--- config.mk ---
export PLATFORM = sky130hd
export DESIGN_NAME = seg_scan_driver_flat
export DESIGN_NICKNAME = d
export VERILOG_FILES = /design/src/rtl/seg_scan_if.sv /design/src/rtl/seg_scan_driver.sv /design/src/flat_wrapper.sv
export SDC_FILE = /design/constraint.sdc
export NUM_CORES = 1
export LEC_CHECK = 0
export CAP_MARGIN = 5
export CORE_UTILIZATION = 57
export CTS_CLUSTER_DIAMETER = 50
export DETAILED_ROUTE_END_ITERATION = 8
export GPL_ROUTABILITY_DRIVEN = 1
export PLACE_DENSITY = 0.93
export REMOVE_ABC_BUFFERS = 1
export SYNTH_ARGS = -nofsm -noshare
export SYNTH_HDL_FRONTEND = slang
export SYNTH_SLANG_ARGS = --single-unit
--- constraint.sdc ---
create_clock -name clk -period 3.1 [get_ports clk]
set_input_delay 0.62 -clock clk [delete_from_list [all_inputs] [get_ports clk]]
set_output_delay 0.62 -clock clk [all_outputs]
set_load 0.1 [all_outputs]
--- src/rtl/seg_scan_if.sv ---
// Segment-bus handshake between the digit source (master) and the scan driver (slave).
interface seg_scan_if;
  logic [15:0] power_level_7seg_output;
  logic        display_en;
  logic [7:0]  seg_out;
  logic [1:0]  dig_sel;
  logic        frame_tick;

  modport master (
    output power_level_7seg_output, display_en,
    input  seg_out, dig_sel, frame_tick
  );
  modport slave (
    input  power_level_7seg_output, display_en,
    output seg_out, dig_sel, frame_tick
  );
endinterface

--- src/rtl/seg_scan_driver.sv ---
// Two-digit 7-segment scan driver: blank/show slots per digit, one snapshot per frame,
// registered active-low outputs aligned with the FSM state.
module seg_scan_driver #(
  parameter int SCAN_DIV     = 50000,
  parameter int BLANK_CYCLES = 16
) (
  input  logic        clk,
  input  logic        async_reset,
  seg_scan_if.slave   bus
);
  localparam int CW = (SCAN_DIV > 1) ? $clog2(SCAN_DIV) : 1;
  localparam logic [CW-1:0] BLANK_LAST = CW'(BLANK_CYCLES - 1);
  localparam logic [CW-1:0] SHOW_LAST  = CW'(SCAN_DIV - BLANK_CYCLES - 1);

  // Encoding chosen so that state+1 walks the cycle and bit0 marks SHOW slots.
  localparam logic [1:0] S_BLANK0 = 2'd0;
  localparam logic [1:0] S_SHOW0  = 2'd1;
  localparam logic [1:0] S_BLANK1 = 2'd2;
  localparam logic [1:0] S_SHOW1  = 2'd3;

  logic [1:0]    state_q, state_d;
  logic [CW-1:0] cnt_q, cnt_d;
  logic [15:0]   snap_q, snap_d;
  logic [7:0]    seg_q, seg_d;
  logic [1:0]    dig_q, dig_d;
  logic          tick_q, tick_d;
  logic          slot_end;

  always_comb begin
    slot_end = state_q[0] ? (cnt_q == SHOW_LAST) : (cnt_q == BLANK_LAST);
    state_d  = state_q;
    cnt_d    = cnt_q + CW'(1);
    snap_d   = snap_q;
    tick_d   = 1'b0;
    if (slot_end) begin
      state_d = state_q + 2'd1;
      cnt_d   = '0;
      if (state_q == S_BLANK0) begin
        snap_d = bus.power_level_7seg_output;
        tick_d = 1'b1;
      end
    end
    // Outputs are decoded from the next state so they change on the same edge.
    seg_d = 8'hFF;
    dig_d = 2'b11;
    if (bus.display_en) begin
      case (state_d)
        S_SHOW0: begin seg_d = snap_d[7:0];  dig_d = 2'b10; end
        S_SHOW1: begin seg_d = snap_d[15:8]; dig_d = 2'b01; end
        default: begin seg_d = 8'hFF;        dig_d = 2'b11; end
      endcase
    end
  end

  always_ff @(posedge clk or posedge async_reset) begin
    if (async_reset) begin
      state_q <= S_BLANK0;
      cnt_q   <= '0;
      snap_q  <= 16'hFFFF;
      seg_q   <= 8'hFF;
      dig_q   <= 2'b11;
      tick_q  <= 1'b0;
    end else begin
      state_q <= state_d;
      cnt_q   <= cnt_d;
      snap_q  <= snap_d;
      seg_q   <= seg_d;
      dig_q   <= dig_d;
      tick_q  <= tick_d;
    end
  end

  assign bus.seg_out    = seg_q;
  assign bus.dig_sel    = dig_q;
  assign bus.frame_tick = tick_q;
endmodule

--- src/flat_wrapper.sv ---
// flat-port wrapper written by rule: the top's interface ports become plain ports
module seg_scan_driver_flat 
#(
  parameter int SCAN_DIV     = 50000,
  parameter int BLANK_CYCLES = 16
)
  (clk, async_reset, bus_power_level_7seg_output, bus_display_en, bus_seg_out, bus_dig_sel, bus_frame_tick);
  seg_scan_if bus_i ();
  input  logic clk;
  input  logic async_reset;
  input wire logic [$bits(bus_i.power_level_7seg_output)-1:0] bus_power_level_7seg_output;
  input wire logic [$bits(bus_i.display_en)-1:0] bus_display_en;
  output wire logic [$bits(bus_i.seg_out)-1:0] bus_seg_out;
  output wire logic [$bits(bus_i.dig_sel)-1:0] bus_dig_sel;
  output wire logic [$bits(bus_i.frame_tick)-1:0] bus_frame_tick;
  assign bus_i.power_level_7seg_output = bus_power_level_7seg_output;
  assign bus_i.display_en = bus_display_en;
  assign bus_seg_out = bus_i.seg_out;
  assign bus_dig_sel = bus_i.dig_sel;
  assign bus_frame_tick = bus_i.frame_tick;
  seg_scan_driver #(.SCAN_DIV(SCAN_DIV), .BLANK_CYCLES(BLANK_CYCLES)) u_core (.clk(clk), .async_reset(async_reset), .bus(bus_i));
endmodule
==> results.toml <==
[sta]
maxSlewHeadroom = 0.5646
drv_slew = 0
fin_setup_tns_ns = 0
max_freq_ghz = 0.4143
fin_crit_sh = 0.7786
hold_viol_final = 0
period_minus_slack_ns = 2.414
tightest_slew_ns = 0.6516
setup_viol = 0
finClkSkew_ns = 0.007446
rsz0062_at_grt = "false"
fin_ws_ns = 0.6862

[critical_path]
arrival_ns = 2.69
start_kind = "flop"
cp_data_required_time_ns = 3.38
endpoint_kind = "flop"
worstReg2RegEnd = "u_core.bus.seg_out[3]"
crit_type = "reg2reg"
reg2reg_from = "u_core.cnt_q[0]"
reg2regPathDepth = 7
rrSetupSlack_ns = 0.69
crit_start = "u_core.cnt_q[0]"
critPathMaxFanout = 19

[logic_synthesis]
netlist_area_um2 = 2007
yosysUniqueCellTypes = 32
synth_top_area_share = 0.3404
syn_area_per_cell_um2 = 12.39
ys_seq_area_frac = 0.5773
synth_area_leaders = "dfstp_2 (34%), dfrtp_1 (24%), mux2_4 (6.7%)"
ys_ff_latch = 45
synth_top_area_cell = "dfstp_2"
yosysWarnings = 0
syn_inst = 162

[detailed_routing]
vias = 1340
ant_nets = 0
drc = 0
wl_per_cell_um = 14.87
viasPerCell = 5.537
drt_wl_total_mm = 3.599
drtPass1Iterations = 4
drt_iter0_drc = 42

[cts]
cts_resized = 0
numCtsBuffers = 5
cts.sinks = 45
root_buffer = "clkbuf_4"
cts_tree = "yes"
holdBufCountCts = 0
clockBufferDepth = 2
htreeDepth = 2
postCtsSetupBuffers = 0
path_clk_slew_ns = 0.12
clock_latency_ns = 0.35

[finish]
syn2layout_area_growth_pct = 17.46
nets = 216
regArea_um2 = 1159
drive_gt1_frac = 0.3571
multi_input_area_um2 = 793.3
nFillCells = 255
diodes = 0
fin_area_um2 = 2357

[pwr]
finalPower_uw = 1025
leakage_uw = 0.0009962
power_density_nw_per_um2 = 434.9
ir_drop_mv = 0.2929

[worst_hold_path]
hp-class = "reg2reg"
hold_depth = 1
worstHoldEndpoint = "u_core.cnt_q[0]"
worstHoldStart = "u_core.cnt_q[0]"

[place]
hpwl_mm = 2.527
dpl-instance-area_um2 = 2298
io_buffer_count = 29
place.gp.congestion = 0.8189
pre_cts_slack_ns = 0.6968

[outcome]
status = "finished, final reports clean"

[floorplanning]
die_w_um = 61.34
fp.dieArea_um2 = 3762
start_util = 0.5967
die_h_um = 61.34
coreArea_um2 = 3363
io-pin-count = 30
rows = 21

[global_route]
overflow = 0
grt_use_total = 0.2099
grt_max_degree = 46
antenna_found_initial = 0
first_global_vias = 1276
grt_pass1_wl_mm = 5.582

[job]
drv_cap = 0
-- per-layer routing --
metal,global-route usage,part of all wire
met4,0.08889,0.026
met3,0.05252,0.033
met5,0,0
met2,0.3556,0.52
met1,0.2573,0.42
-- final cells by class --
class,instances,share of cell area
well taps,46,0.02442
flip-flops and latches,45,0.4915
inverters,5,0.007962
repair buffers,30,0.1146
multi-input cells,108,0.3365
clock buffers,8,0.02495
-- worst max-delay path, cell delays in order (launching register included) --
cell and delay [ns]:
dfrtp_1 0.41, ha_1 0.22, and3_1 0.25, and3_1 0.24, a21boi_2 0.50, mux2_4 0.44
nor2_1 0.20, o21ai_2 0.08
-- cell usage after synthesis, drive strengths merged --
cell    number
inv          5
nor2        21
nor3         1
nor2b        5
mux2        17
xor2         9
nand2        6
nor4         2
dfrtp       19
or3          1
nand4        4
and3         3
buf          3
and2         1
nand3       16
a21oi        3
a31oi        1
clkbuf       1
ha           2
dfstp       26
nand2b       5
o21ai        4
xnor2        5
a21boi       1
or2          1
-- state kept, by name (all words and copies together) (netlist names) --
name,count
u_core.bus.seg_out,8
u_core.bus.frame_tick,1
u_core.state_q,2
u_core.snap_q,16
u_core.bus.dig_sel,2
u_core.cnt_q,16
-- cell usage in the layout, fill, tap and decap left out, drive strengths merged, types with 4 or more instances in the layout --
cell / n
dfrtp: 19
nand2: 6
nor2: 21
xor2: 9
inv: 5
nand2b: 5
clkdlybuf4s50: 18
xnor2: 5
buf: 12
nand3: 16
o21ai: 4
dfstp: 26
nand4: 4
clkbuf: 8
mux2: 17
nor2b: 5
-- stage by stage --
step                      utilization  hold slack, ns  std cells
after floorplan                     -          0.4547        158
after global placement         0.6834          0.4645        234
after detailed placement       0.6834          0.4816        234
after CTS                      0.7009          0.4989        242
after global routing           0.7009          0.5387        242
final                          0.7009          0.4962        242
-- logic make-up after synthesis --
logic type,synth area share
and+or+nand+nor,0.1702
muxes,0.1122
buffers and inverters,0.02743
AOI/OAI and AO/OA,0.03928
xor gates and xnor gates,0.06110
DFF,0.5773
adders and majority gates,0.01247
-- power breakdown --
part	leakage, uW	internal [uW]	switching [uW]	total, uW
Clock	0.0000326	112	175	287
Sequential	0.000525	616	5.06	621
Combinational	0.000439	42.9	73.9	117
Total	0.000996	771	254	1030
-- worst max path at each step --
stage                            end  cells after the start  slack, ns
3_3_place_gp   u_core.bus.seg_out[3]                      6       0.83
5_1_grt        u_core.bus.seg_out[4]                      6       0.55
3_5_place_dp   u_core.bus.seg_out[4]                      6       0.70
6_report       u_core.bus.seg_out[3]                      7       0.69
2_1_floorplan  u_core.bus.seg_out[2]                      6       1.02
4_1_cts        u_core.bus.seg_out[4]                      6       0.69
(Power assumes the default switching activity.)
